## src/rtl/tmdsdecode_pkg.sv

```systemverilog
// Shared TMDS symbol tables, decoder output encodings and state types.
// Symbols are written in encoder bit order, w[9] first.
package tmdsdecode_pkg;

   localparam logic [9:0] CTL_TOKEN [4] = '{
      10'b1101010100, 10'b0010101011, 10'b0101010100, 10'b1010101011
   };

   localparam logic [9:0] VGUARD_CH02 = 10'b1011001100;
   localparam logic [9:0] VGUARD_CH1  = 10'b0100110011;
   localparam logic [9:0] IGUARD      = 10'b0100110011;

   localparam logic [9:0] TERC4 [16] = '{
      10'b1010011100, 10'b1001100011, 10'b1011100100, 10'b1011100010,
      10'b0101110001, 10'b0100011110, 10'b0110001110, 10'b0100111100,
      10'b1011001100, 10'b0100111001, 10'b0110011100, 10'b1011000110,
      10'b1010001110, 10'b1001110001, 10'b0101100011, 10'b1011000011
   };

   typedef enum logic [1:0] {
      DT_GUARD  = 2'b00,
      DT_CTRL   = 2'b01,
      DT_ISLAND = 2'b10,
      DT_PIXEL  = 2'b11
   } dtype_e;

   typedef enum logic [1:0] {
      MODE_CTRL,
      MODE_PRE,
      MODE_VIDEO,
      MODE_ISLAND
   } mode_e;

   typedef enum logic {
      LOCK_SEARCH,
      LOCK_LOCKED
   } lock_e;

   // Everything the second stage needs to know about one received word.
   typedef struct packed {
      logic       valid;
      logic       hint;
      logic       is_ctrl;
      logic [1:0] ctl;
      logic       is_vguard;
      logic       is_iguard;
      logic       is_terc4;
      logic [3:0] aux;
      logic [7:0] pix;
   } match_t;

   localparam match_t MATCH_RESET = '{
      valid: 1'b0, hint: 1'b0, is_ctrl: 1'b1, ctl: 2'b00, is_vguard: 1'b0,
      is_iguard: 1'b0, is_terc4: 1'b0, aux: 4'h0, pix: 8'h00
   };

   // Returns {hit, index} for a TERC4 symbol.
   function automatic logic [4:0] terc4_lookup(input logic [9:0] w);
      logic [4:0] r;
      r = '0;
      for (int i = 0; i < 16; i++) begin
         if (w == TERC4[i]) r = {1'b1, 4'(i)};
      end
      return r;
   endfunction

endpackage

```

## src/rtl/tmdsdecode_pixel.sv

```systemverilog
// Combinational TMDS video decode: 10-bit symbol (encoder bit order) to pixel byte.
module tmdsdecode_pixel (
   input  logic [9:0] i_w,
   output logic [7:0] o_data
);

   logic [7:0] d;

   // NOTE: every always_comb output gets a default first, so no path can infer a latch.
   always_comb begin
      d      = i_w[9] ? ~i_w[7:0] : i_w[7:0];
      o_data = '0;
      o_data[0] = d[0];
      for (int k = 1; k < 8; k++) begin
         o_data[k] = i_w[8] ? (d[k] ^ d[k-1]) : ~(d[k] ^ d[k-1]);
      end
   end

endmodule

```

## src/rtl/tmdsdecode.sv

```systemverilog
// Single-channel TMDS receive decoder: classifies aligned words, recovers fields,
// tracks control/video/island periods and reports link lock. Two-cycle latency.
module tmdsdecode
   import tmdsdecode_pkg::*;
#(
   parameter logic [1:0] CHANNEL   = 2'b00,
   parameter int         LGTIMEOUT = 13
) (
   input  logic       i_clk,
   input  logic       i_reset,
   input  logic [9:0] i_word,
   input  logic       i_island_hint,
   output logic [1:0] o_dtype,
   output logic [1:0] o_ctl,
   output logic [3:0] o_aux,
   output logic [7:0] o_data,
   output logic       o_gtype,
   output logic       o_err,
   output logic       o_locked
);

   localparam logic [9:0] VGUARD = (CHANNEL == 2'b01) ? VGUARD_CH1 : VGUARD_CH02;

   logic [9:0] w;
   logic [7:0] pix;
   match_t     m_d, m_q;

   assign w = {<<{i_word}};

   tmdsdecode_pixel u_pixel (
      .i_w    (w),
      .o_data (pix)
   );

   always_comb begin
      m_d         = MATCH_RESET;
      m_d.valid   = 1'b1;
      m_d.hint    = i_island_hint;
      m_d.is_ctrl = 1'b0;
      for (int i = 0; i < 4; i++) begin
         if (w == CTL_TOKEN[i]) begin
            m_d.is_ctrl = 1'b1;
            m_d.ctl     = 2'(i);
         end
      end
      m_d.is_vguard = (w == VGUARD);
      m_d.is_iguard = (w == IGUARD);
      {m_d.is_terc4, m_d.aux} = terc4_lookup(w);
      m_d.pix = pix;
   end

   // NOTE: sequential state is written only with non-blocking assignments.
   always_ff @(posedge i_clk) begin
      if (i_reset) m_q <= MATCH_RESET;
      else         m_q <= m_d;
   end

   mode_e                mode_d, mode_q;
   lock_e                lock_d, lock_q;
   logic                 island_d, island_q;
   logic [2:0]           ctrl_cnt_d, ctrl_cnt_q;
   logic [1:0]           err_cnt_d, err_cnt_q;
   logic [LGTIMEOUT-1:0] tmo_cnt_d, tmo_cnt_q;
   dtype_e               dtype_d, dtype_q;
   logic [1:0]           ctl_d, ctl_q;
   logic [3:0]           aux_d, aux_q;
   logic [7:0]           data_d, data_q;
   logic                 gtype_d, gtype_q;
   logic                 err_d, err_q;

   logic gtype_now, guard_pre, pixel_word, island_word, tmo_expire;

   always_comb begin
      mode_d      = mode_q;
      lock_d      = lock_q;
      island_d    = island_q;
      ctrl_cnt_d  = ctrl_cnt_q;
      err_cnt_d   = err_cnt_q;
      tmo_cnt_d   = tmo_cnt_q;
      dtype_d     = dtype_q;
      ctl_d       = ctl_q;
      aux_d       = aux_q;
      data_d      = data_q;
      gtype_d     = gtype_q;
      err_d       = 1'b0;
      pixel_word  = 1'b0;
      island_word = 1'b0;
      tmo_expire  = 1'b0;
      gtype_now   = (CHANNEL == 2'b01) ? m_q.hint : m_q.is_iguard;
      // Once the period type is known, only its own guard extends the preamble.
      guard_pre   = island_q ? m_q.is_iguard : m_q.is_vguard;

      if (m_q.valid) begin
         if (m_q.is_ctrl) begin
            mode_d  = MODE_CTRL;
            dtype_d = DT_CTRL;
            ctl_d   = m_q.ctl;
         end else begin
            unique case (mode_q)
               MODE_CTRL: begin
                  if (m_q.is_vguard || m_q.is_iguard) begin
                     mode_d   = MODE_PRE;
                     island_d = gtype_now;
                     dtype_d  = DT_GUARD;
                     gtype_d  = gtype_now;
                  end else begin
                     mode_d     = MODE_VIDEO;
                     pixel_word = 1'b1;
                  end
               end
               MODE_PRE: begin
                  if (guard_pre) begin
                     dtype_d = DT_GUARD;
                     gtype_d = island_q;
                  end else if (island_q) begin
                     mode_d      = MODE_ISLAND;
                     island_word = 1'b1;
                  end else begin
                     mode_d     = MODE_VIDEO;
                     pixel_word = 1'b1;
                  end
               end
               MODE_VIDEO:  pixel_word  = 1'b1;
               MODE_ISLAND: island_word = 1'b1;
               default: ;
            endcase
         end

         if (pixel_word) begin
            dtype_d = DT_PIXEL;
            data_d  = m_q.pix;
         end

         // The ch0/2 video guard doubles as TERC4 8, so only the island guard counts here.
         if (island_word) begin
            dtype_d = DT_ISLAND;
            if (m_q.is_iguard) begin
               dtype_d = DT_GUARD;
               gtype_d = 1'b1;
            end else if (m_q.is_terc4) begin
               aux_d = m_q.aux;
            end else begin
               err_d = 1'b1;
            end
         end

         ctrl_cnt_d = !m_q.is_ctrl ? 3'd0 : (ctrl_cnt_q == 3'd7) ? 3'd7 : ctrl_cnt_q + 3'd1;
         err_cnt_d  = !err_d ? 2'd0 : (err_cnt_q == 2'd3) ? 2'd3 : err_cnt_q + 2'd1;
         if (m_q.is_ctrl)        tmo_cnt_d = '0;
         else if (tmo_cnt_q != '1) tmo_cnt_d = tmo_cnt_q + 1'b1;
         tmo_expire = !m_q.is_ctrl && (tmo_cnt_q == '1);

         unique case (lock_q)
            LOCK_SEARCH: if (m_q.is_ctrl && ctrl_cnt_q == 3'd7) lock_d = LOCK_LOCKED;
            LOCK_LOCKED: if ((err_d && err_cnt_q == 2'd3) || tmo_expire) lock_d = LOCK_SEARCH;
            default: ;
         endcase
      end
   end

   always_ff @(posedge i_clk) begin
      if (i_reset) begin
         mode_q     <= MODE_CTRL;
         lock_q     <= LOCK_SEARCH;
         island_q   <= 1'b0;
         ctrl_cnt_q <= '0;
         err_cnt_q  <= '0;
         tmo_cnt_q  <= '0;
         dtype_q    <= DT_CTRL;
         ctl_q      <= '0;
         aux_q      <= '0;
         data_q     <= '0;
         gtype_q    <= 1'b0;
         err_q      <= 1'b0;
      end else begin
         mode_q     <= mode_d;
         lock_q     <= lock_d;
         island_q   <= island_d;
         ctrl_cnt_q <= ctrl_cnt_d;
         err_cnt_q  <= err_cnt_d;
         tmo_cnt_q  <= tmo_cnt_d;
         dtype_q    <= dtype_d;
         ctl_q      <= ctl_d;
         aux_q      <= aux_d;
         data_q     <= data_d;
         gtype_q    <= gtype_d;
         err_q      <= err_d;
      end
   end

   assign o_dtype  = dtype_q;
   assign o_ctl    = ctl_q;
   assign o_aux    = aux_q;
   assign o_data   = data_q;
   assign o_gtype  = gtype_q;
   assign o_err    = err_q;
   assign o_locked = (lock_q == LOCK_LOCKED);

endmodule

```

## config.mk

```make
export PLATFORM = sky130hd
export DESIGN_NAME = tmdsdecode
export DESIGN_NICKNAME = d
export VERILOG_FILES = /design/src/rtl/tmdsdecode_pkg.sv /design/src/rtl/tmdsdecode_pixel.sv /design/src/rtl/tmdsdecode.sv
export SDC_FILE = /design/constraint.sdc
export NUM_CORES = 1
export LEC_CHECK = 0
export ABC_AREA = 0
export CAP_MARGIN = 20
export CELL_PAD_IN_SITES_DETAIL_PLACEMENT = 2
export CELL_PAD_IN_SITES_GLOBAL_PLACEMENT = 2
export CORE_ASPECT_RATIO = 0.8
export CORE_MARGIN = 8
export CORE_UTILIZATION = 36
export CTS_BUF_LIST = sky130_fd_sc_hd__clkbuf_4 sky130_fd_sc_hd__clkbuf_8
export CTS_CLUSTER_SIZE = 8
export DETAILED_ROUTE_END_ITERATION = 7
export MAX_ROUTING_LAYER = met4
export PLACE_DENSITY_LB_ADDON = 0.1
export SYNTH_ARGS = -nofsm -noshare
export SYNTH_HDL_FRONTEND = slang
export SYNTH_HIERARCHICAL = 1
export SYNTH_SLANG_ARGS = --single-unit
```

## constraint.sdc

```tcl
create_clock -name i_clk -period 2 [get_ports i_clk]
set_input_delay 0.4 -clock i_clk [delete_from_list [all_inputs] [get_ports i_clk]]
set_output_delay 0.4 -clock i_clk [all_outputs]
set_load 0.01 [all_outputs]
```

After elaboration in Yosys (flattened, before gate mapping)
Index checks and enable logic that the tools add are counted.
{"block": "word_totals", "regBits": 59, "latch_bits": 0, "ram_bits": 0, "rom_bits": 0, "in_bits": 13, "word_cells": 164, "memories": 0}
{"block": "op_classes", "addsub": 3, "multipliers": 0, "div_mod_pow": 0, "n_lt_le_gt_ge": 0, "n_eq_ne": 31, "shifts": 0, "n_mux": 72, "n_bitwise": 19, "reduce_logical": 19}
{"op": "$eq A10 B10 Y1 const B", "count": 11}
{"op": "$eq A10 B9 Y1 const B", "count": 9}
{"op": "$mux W5", "count": 16}
{"op": "$mux W1", "count": 29}
{"op": "$mux W13", "count": 2}
{"op": "$mux W2", "count": 11}
{"op": "$mux W20", "count": 1}
{"op": "$mux W3", "count": 6}
{"op": "$add A13 B1 Y13 const B", "count": 1}
{"op": "$eq A13 B13 Y1 const B", "count": 1}
{"op": "$ne A13 B13 Y1 const B", "count": 1}
{"op": "$reduce_and A4 Y1", "count": 3}
{"op": "$not A1 Y1", "count": 11}
{"op": "$eq A10 B8 Y1 const B", "count": 1}
{"op": "$ne A5 B5 Y1 const B", "count": 2}
{"op": "$mux W8", "count": 1}
{"op": "$not A8 Y8", "count": 1}
{"op": "$pmux W2 S2", "count": 2}
{"op": "$xor A1 B1 Y1", "count": 7}
{"op": "$eq A2 B2 Y1 const B", "count": 3}
{"op": "$pmux W1 S2", "count": 3}
{"op": "$reduce_and A2 Y1", "count": 3}
{"op": "$reduce_bool A5 Y1", "count": 1}
{"op": "$reduce_or A4 Y1", "count": 1}
{"op": "14 further kinds", "count": 17}

Depth between registers and ports, before layout
Gate-level depths: netlist of run 1.
{"block": "logic_depth", "depth_word": 18, "ltp_mapped": 7, "mapped_depth_nobuf": 6}

Hierarchy
The synthesis of run 1 kept the hierarchy.
{"mod": "tmdsdecode", "n_inst": 1, "cells_each": 303, "area_per_inst_um2": 2750.1, "seq_area_each_um2": 1181.1}
{"mod": "tmdsdecode_pixel", "n_inst": 1, "cells_each": 9, "area_per_inst_um2": 177.7, "seq_area_each_um2": 0.0}

Worst setup path before layout of run 1
No wires, ideal clock.
{"block": "synth_path", "kind": "register -> register", "start": "reg tmo_cnt_q[0]", "end": "reg tmo_cnt_q[5]", "setup_ns": 0.128, "t_arrival_ns": 1.417, "required_time_ns": 1.872, "slack_ns": 0.456, "stages_incl_launch_ff": 8, "n_path_buf": 1, "synth_period_minus_slack_ns": 1.544, "path_cell_list": "dfxtp_1 -> ha_1 -> nand2_1 -> o41ai_4 -> buf_6 -> nor3_2 -> xnor2_1 -> nor2_1"}
{"block": "synth_via", "elab_chain_cells": 3, "elab_cells_between_ends": 6}
{"element": "from (decl)", "line": "tmdsdecode.sv:63", "text": "logic [LGTIMEOUT-1:0] tmo_cnt_d, tmo_cnt_q;"}
{"element": "from (signal assigned)", "line": "tmdsdecode.sv:181", "text": "tmo_cnt_q <= tmo_cnt_d;"}
{"element": "$add A13 B1 Y13 / $ne A13 B13 Y1 (equally long branches)", "line": "tmdsdecode.sv:150", "text": "else if (tmo_cnt_q != '1) tmo_cnt_d = tmo_cnt_q + 1'b1;"}
{"element": "$mux W13 / $reduce_bool A2 Y1 (equally long branches)"}
{"element": "$mux W13 / $reduce_and A2 Y1 (equally long branches)"}
Several ways; a longest one is shown, not always the timed one. The select of a mux whose other input is x is not followed.
A chain may end at the register's enable or synchronous reset.

Final worst setup path of run 1
{"block": "layout_path", "start": "in i_word[5]", "end": "reg m_q[16] in the netlist's numbering"}
{"block": "layout_via", "elab_chain_cells": 4, "elab_cells_between_ends": 6}
{"element": "from (decl)", "line": "tmdsdecode.sv:11", "text": "input logic [9:0] i_word,"}
{"element": "$eq A10 B8 Y1", "line": "tmdsdecode.sv:41", "text": "if (w == CTL_TOKEN[i]) begin"}
{"element": "$mux W3 (2 in a row)", "line": "tmdsdecode.sv:41"}
{"element": "$mux W3 (*)", "line": "tmdsdecode.sv:41"}
{"element": "to (signal assigned)", "line": "tmdsdecode.sv:55", "text": "else m_q <= m_d;"}
{"element": "to (decl)", "line": "tmdsdecode.sv:26", "text": "match_t m_d, m_q;"}
Mark *: on every way between the ends. The rest lies on a longest branch, timed or not.

==> qor_table.md, run 1 <==
| Stage | Metric | Reported |
| --- | --- | --- |
| status | Run status | finished clean |
| detailed routing | Total wirelength of the detailed-routed design | 9250 microns |
| timing | Worst slew pin tran | 0.521 ns |
| yosys | Cells after synthesis | 312 |
| worst setup path | Critical setup path kind | input port to flip-flop |
| yosys | Count of flip-flops with a built-in enable after synthesis | 0 |
| timing | Final Cycle Share | 0.960 |
| worst setup path | Crit end category | flip-flop |
| timing | Final Max Tran Viols | 0 |
| grt | Gr usage total | 0.179 |
| timing | Final hold violation count | 0 |
| grt | Total grt overflow | 0 |
| grt | Global routing met3 resource utilization | 0.0416 |
| clocking | Root buffer cell | clkbuf_8 |
| detailed routing | Remaining DRCs | 0 |
| grt | Met2 usage in global routing | 0.307 |
| detailed routing | Initial detailed-routing violation count | 96 |
| detailed routing | Total iterations of the first detailed-routing run | 4 |
| worst setup path | Worst Path Required | 2.27 ns |
| pwr | Power per unit of standard cell area | 707 mW/mm^2 |
| clocking | Clock-pin transition on the worst setup and hold timing paths | 0.07 ns |
| pwr | Fraction of power spent switching nets | 0.242 |
| pwr | Internal power consumption | 0.00208 W |
| floorplan | Die Footprint | 0.0113 sq mm |
| clocking | Maximum level of the CTS H-tree | 3 |
| timing | Unrepaired setup endpoints after global routing | no |
| grt | Initial antenna violation count | 0 |
| floorplan | Ports placed on the boundary | 32 |
| yosys | Post-Syn Area | 0.00293 sq mm |
| place | Number of port buffers | 30 |
| cells and area | Signed area change from the synthesized netlist to the final layout | 32.5% |
| cells and area | Nets | 400 |
| pwr | Total net switching power | 0.000663 W |
| yosys | Post-synth top area cell | dfxtp_1 |
| timing | Fmax achieved | 0.521 GHz |
| floorplan | Overall die height | 96.7 microns |
| detailed routing | Antenna-violating nets left | 0 |
| timing | Final worst slack | 0.0797 ns |
| floorplan | Die Width | 117 microns |
| floorplan | Initial core utilization | 0.370 |
| clocking | Clock Tree Buf Depth | 2 |
| cells and area | N_diodes | 0 |
| detailed routing | Detail-routed via count per cell | 5.30 |
| timing | Headroom to the max-slew limit | 0.649 |
| clocking | Clk_lat worst skew | 0.34 ns |
| yosys | Top_reg_cell synth | dfxtp_1 |
| clocking | Post-CTS Repair Setup Buffers | 0 |
| cells and area | # fillers | 877 |
| place | Pre-CTS setup slack | -0.268 ns |
| pwr | Worst IR Drop VDD | 0.363 mV |
| worst setup path | Critical path fanouts, max | 4 |
| yosys | List of most frequent post-synthesis cells | dfxtp_1, nor2_1, mux2i_1, nand2_1 |
| timing | Final Setup Violations | 0 |
| floorplan | Floorplan Core Area | 0.00791 sq mm |
| yosys | Distinct cells, synth | 52 |
| detailed routing | Vias after detailed routing | 2,633 |
| place | HPWL after detailed placement | 6850 microns |
| pwr | Relative contribution of sequential cells to total power | 0.447 |
| yosys | Most repeated cell in the gate-level netlist after synthesis | dfxtp_1 |
| timing | Final Skew | 0.0126 ns |
| cells and area | Final non-filler cell area | 0.00388 sq mm |
| worst setup path | Type of origin of the critical path | input port |
| grt | Largest net degree at the start of global routing | 22 |
| yosys | Cell types with the largest area share after synthesis | dfxtp_1, mux2i_1, xnor3_1, nor2_1, nand2b_1 |
| yosys | Number of synthesis warnings | 6 |
| clocking | Number of buffers created by CTS | 9 |
| yosys | Area share of the largest cell type after synthesis | 0.403 |
| clocking | Clock Sinks | 59 |
| pwr | Leakage dissipation | 1.50 nW |
| cells and area | Fraction of layout cells with a size suffix above 1 | 0.216 |
| grt | Wire length of the first global-routing pass | 15,600 microns |
| yosys | Mean instance size in the synthesized netlist | 9.38 sq um |
| yosys | Sequential share of the synthesized area | 0.403 |
| grt | Vias in the first global route | 2,977 |
| hold path | Worst Hold Class | flip-flop to flip-flop |
| floorplan | Row count | 29 |
| pwr | Relative contribution of the clock network to total power | 0.437 |
| run | Total of max-cap violations | 0 |
| clocking | TritonCTS clock tree | yes |
| yosys | Flop and latch count out of synthesis | 59 |
| grt | M1 GR Usage | 0.199 |
| worst setup path | Signal arrival time at the worst endpoint | 2.19 ns |
| yosys | Post-synthesis async set-or-reset flop share | 0 |
| place | Placed cell area | 0.00365 sq mm |
| timing | Final worst hold slack | 0.465 ns |
| yosys | Syn_nets | 327 |
| place | Final GP Congestion | 0.814 |
| timing | Shortest clock period the worst path allows after layout | 1.92 ns |
| pwr | Fraction of power consumed by combinational cells | 0.116 |
| detailed routing | DR WL/cell | 18.6 microns |
| grt | Busiest metal layer after global routing | met2 |
-- final timing paths --
kind                            endpoint  cells after the start  slack, ns         start
worst max-delay path             m_q[16]                      7       0.08     i_word[5]
worst min-delay path            o_ctl[1]                      2       0.47      o_ctl[1]
worst max register to register  o_locked                      6       0.24  tmo_cnt_q[0]
worst min register to register  o_ctl[1]                      2       0.47      o_ctl[1]
-- power groups by stage --
stage / registers [W] / logic, W / clock network, W
floorplan: 0.00125 / 0.000160 / 0
global placement: 0.00125 / 0.000299 / 0
detailed placement: 0.00125 / 0.000315 / 0
CTS: 0.00123 / 0.000322 / 0.00123
global route: 0.00123 / 0.000344 / 0.00127
finish: 0.00123 / 0.000319 / 0.00120
-- cell usage in the layout (no fill, tap or decap), types with 4 or more instances in the layout --
cell type / instances
xnor3_1: 7
dfxtp_1: 59
a31oi_1: 6
buf_4: 47
nand4bb_1: 5
inv_1: 7
nand3_1: 7
nor4_1: 4
nand3b_1: 5
nor2b_1: 14
nand2b_1: 14
nor3_1: 11
clkdlybuf4s50_1: 29
nor2_1: 38
xnor2_1: 10
nor3_2: 9
o21ai_0: 6
and3_1: 4
mux2i_1: 16
a21oi_1: 14
nand2_1: 16
clkbuf_8: 9
-- layout make-up --
class | instances | area, sq um | area share
tap | 108 | 135 | 0.0348
inverter | 7 | 26.3 | 0.00677
sequential | 59 | 1180 | 0.305
clock buffer | 10 | 131 | 0.0339
clock inverter | 5 | 78.8 | 0.0203
timing repair buffer | 78 | 676 | 0.174
multi-input combinational | 230 | 1650 | 0.425
-- logic make-up after synthesis --
logic type      Yosys count  share of synthesized area
flops                    59                      0.403
simple gates            147                      0.297
compound gates           45                      0.105
fa+ha+maj                 2                    0.00855
mux                      17                     0.0585
xor+xnor                 19                     0.0897
buf+inv                  23                     0.0385
-- per-stage QoR --
stage                     cells  setup TNS (ns)  total power (W)   util
after detailed placement    482           -1.61          0.00157  0.461
after CTS                   497               0          0.00278  0.489
final                       497               0          0.00274  0.490
after global placement      482          -0.966          0.00155  0.461
after floorplan             312               0          0.00141      -
after global routing        497               0          0.00285  0.490
-- routing by layer --
metal | routed length [microns] | up-vias
li1 | - | 1249
met1 | 4020 | 1325
met2 | 4820 | 44
met3 | 249 | 15
met4 | 168 | 0
met5 | 0 | -
-- critical path, stage by stage --
cell and delay, ns:
clkdlybuf4s50_1 0.50, buf_4 0.19, nand3b_1 0.28, or2_2 0.39
nor3_2 0.19, mux2i_1 0.13, nor2_1 0.11
-- registers in the layout, indices dropped and copies added (netlist names), 2 cells and up --
name / count
ctrl_cnt_q: 3
err_cnt_q: 2
m_q: 18
mode_q: 2
o_aux: 4
o_ctl: 2
o_data: 8
o_dtype: 2
tmo_cnt_q: 13
-- timing repair --
item,in CTS,in global routing
resized for setup,1,3
setup endpoints to repair,1,3
hold buffers,0,0
Note: power is estimated with default switching activity, not from simulation.
==> inputs of run 2 (changes only) <==
Settings changed: HOLD_SLACK_MARGIN set to 0.1.
==> results of run 2 <==
No change in the layout: final DEF, timing and power equal those of run 1.
==> inputs of run 3 (changes only) <==
Settings changed: CORE_MARGIN 8 to 4.
==> run 3 against run 2 <==
Die area fell by 15%; clock power rose by 3%; sequential power barely moved; worst setup slack improved by 0.044 ns; largest cell class unchanged.
==> qor_table.md, run 3 (synthesis results as in run 1) <==
| Stage | Metric | Reported | Change |
| --- | --- | --- | --- |
| detailed routing | Initial detailed-routing violation count | 82 | was 96 |
| hold path | Worst Hold Path Cells | 2 | unchanged |
| cells and area | Signed area change from the synthesized netlist to the final layout | 31.7% | was 32.5% |
| worst setup path | Critical path fanouts, max | 6 | was 4 |
| grt | Busiest metal layer after global routing | met2 | unchanged |
| floorplan | Ports placed on the boundary | 32 | unchanged |
| status | Run status | finished clean | unchanged |
| pwr | Overall power | 0.00278 W | was 0.00274 W |
| worst setup path | Worst Path Required | 2.23 ns | was 2.27 ns |
| detailed routing | DR WL/cell | 17.5 microns | was 18.6 microns |
| grt | Met2 usage in global routing | 0.345 | was 0.307 |
| grt | Largest net degree at the start of global routing | 22 | unchanged |
| hold path | Worst Hold Class | flip-flop to flip-flop | unchanged |
| timing | Shortest clock period the worst path allows after layout | 1.88 ns | was 1.92 ns |
| cells and area | Register with the most flip-flops | m_q | unchanged |
| grt | Initial antenna violation count | 0 | unchanged |
| grt | M1 GR Usage | 0.230 | was 0.199 |
| timing | Final Skew | 0.00864 ns | was 0.0126 ns |
| clocking | Post-CTS Repair Setup Buffers | 0 | unchanged |
| timing | Final Max Tran Viols | 0 | unchanged |
| timing | Fmax achieved | 0.533 GHz | was 0.521 GHz |
| detailed routing | Total wirelength of the detailed-routed design | 8670 microns | was 9250 microns |
| grt | Total grt overflow | 0 | unchanged |
| clocking | Root buffer cell | clkbuf_8 | unchanged |
| clocking | Count of hold buffers inserted by post-cts repair | 0 | unchanged |
| cells and area | Final non-filler cell area | 0.00386 sq mm | was 0.00388 sq mm |
| timing | Final hold violation count | 0 | unchanged |
| worst setup path | Internal reg-to-reg setup slack | 0.15 ns | was 0.24 ns |
| detailed routing | Detail-routed via count per cell | 5.15 | was 5.30 |
| pwr | Worst IR Drop VDD | 0.445 mV | was 0.363 mV |
| detailed routing | Remaining DRCs | 0 | unchanged |
| detailed routing | Vias after detailed routing | 2,550 | was 2,633 |
| pwr | Power per unit of standard cell area | 720 mW/mm^2 | was 707 mW/mm^2 |
| worst setup path | Destination of the worst register-to-register timing path | tmo_cnt_q[5] | was o_locked |
| grt | Wire length of the first global-routing pass | 14,200 microns | was 15,600 microns |
| timing | Worst slew pin tran | 0.501 ns | was 0.521 ns |
| cells and area | Layout Utilization | 0.488 | was 0.490 |
| detailed routing | Total iterations of the first detailed-routing run | 6 | was 4 |
| cells and area | Max reg flops | 18 | unchanged |
| cells and area | # fillers | 900 | was 877 |
| cells and area | Commonest cells after routing, fill and taps aside | dfxtp_1, buf_4, nor2_1, clkdlybuf4s50_1 | unchanged |
| grt | Gr usage total | 0.197 | was 0.179 |
| cells and area | N_diodes | 0 | unchanged |
| clocking | Clock-pin transition on the worst setup and hold timing paths | 0.07 ns | about the same |
| cells and area | Nets | 397 | was 400 |
| timing | Final Cycle Share | 0.938 | was 0.960 |
| floorplan | Floorplan Core Area | 0.00791 sq mm | unchanged |
| hold path | Worst Hold Path EP | o_data[6] | was o_ctl[1] |
| cells and area | Leading cell type in the layout, fill and taps excluded | dfxtp_1 | unchanged |
| run | Total of max-cap violations | 0 | unchanged |
| worst setup path | Number of cell instances on the worst register-to-register path | 7 | was 6 |
| worst setup path | Start point of the critical path | i_word[1] | was i_word[5] |
| cells and area | Fraction of layout cells with a size suffix above 1 | 0.212 | was 0.216 |
| worst setup path | Startpoint of the lowest-slack register-to-register path | tmo_cnt_q[0] | unchanged |
| floorplan | Die Width | 109 microns | was 117 microns |
| grt | Vias in the first global route | 2,759 | was 2,977 |
| worst setup path | Signal arrival time at the worst endpoint | 2.11 ns | was 2.19 ns |
| place | Final GP Congestion | 0.842 | was 0.814 |
| clocking | Clock Sinks | 59 | unchanged |
| place | HPWL after detailed placement | 6350 microns | was 6850 microns |
| timing | Final Setup Violations | 0 | unchanged |
| grt | Global routing met3 resource utilization | 0.0481 | was 0.0416 |
| clocking | Maximum level of the CTS H-tree | 3 | unchanged |
| clocking | TritonCTS clock tree | yes | unchanged |
| timing | Headroom to the max-slew limit | 0.663 | was 0.649 |
| worst setup path | Type of origin of the critical path | input port | unchanged |
| place | Number of port buffers | 30 | unchanged |
| floorplan | Die Footprint | 0.00965 sq mm | was 0.0113 sq mm |
| floorplan | Row count | 29 | unchanged |
| hold path | Hold Path Origin | m_q[6] | was o_ctl[1] |
| pwr | Leakage dissipation | 1.48 nW | was 1.50 nW |
| clocking | Number of buffers created by CTS | 9 | unchanged |
| place | Placed cell area | 0.00361 sq mm | was 0.00365 sq mm |
| worst setup path | Crit end category | flip-flop | unchanged |
| floorplan | Initial core utilization | 0.370 | unchanged |
| timing | Unrepaired setup endpoints after global routing | no | unchanged |
| detailed routing | Antenna-violating nets left | 0 | unchanged |
| floorplan | Overall die height | 88.7 microns | was 96.7 microns |
| clocking | Clk_lat worst skew | 0.34 ns | about the same |
| worst setup path | Critical setup path kind | input port to flip-flop | unchanged |
| clocking | Clock Tree Buf Depth | 2 | unchanged |
| timing | Setup_tns | 0 ns | unchanged |
run 3: power by group:
| group | leakage (nW) | switching [W] | internal, W | total (W) |
|---|---|---|---|---|
| Clock | 0.108 | 0.000508 | 0.000735 | 0.00124 |
| Combinational | 0.888 | 0.000148 | 0.000164 | 0.000312 |
| Sequential | 0.480 | 0.0000171 | 0.00121 | 0.00122 |
run 3: final cells by class:
cell class,count,area (sq um),area share
Clock buffer,10,138,0.0357
Clock inverter,6,88.8,0.0230
Inverter,7,26.3,0.00681
Multi-Input combinational cell,230,1650,0.428
Sequential cell,59,1180,0.306
Tap cell,108,135,0.0350
Timing Repair Buffer,75,638,0.165
run 3: worst max-delay path by stage:
stage,endpoint,slack [ns],depth (start not counted)
2_1_floorplan,tmo_cnt_q[5],0.46,7
3_3_place_gp,m_q[10],-0.21,5
3_5_place_dp,m_q[12],-0.25,6
4_1_cts,m_q[12],0.09,6
5_1_grt,m_q[12],0.009,6
6_report,m_q[12],0.12,7
run 3: layer usage:
layer | up-vias | part of all wire
met2 | 33 | 0.52
met5 | - | 0
li1 | 1246 | -
met1 | 1266 | 0.45
met3 | 5 | 0.029
met4 | 0 | 0.0051
run 3: stage by stage:
| stage | setup slack, ns | hold WS (ns) | std cells |
|---|---|---|---|
| after detailed placement | -0.249 | 0.453 | 479 |
| after floorplan | 0.456 | 0.437 | 312 |
| after CTS | 0.0875 | 0.478 | 495 |
| final | 0.123 | 0.469 | 495 |
| after global routing | 0.00940 | 0.502 | 495 |
| after global placement | -0.206 | 0.447 | 479 |
run 3: what timing repair did:
action / in CTS / in global routing
gates resized for setup: 1 / 2
endpoints found under the setup margin: 1 / 1
pin swaps: 0 / 0
run 3: critical path, cell delays in order:
cell and delay (ns):
clkdlybuf4s50_1 0.59, buf_4 0.16, nand2b_1 0.18, nor2_1 0.09, a211oi_1 0.33, a31oi_1 0.17, a21o_1 0.19
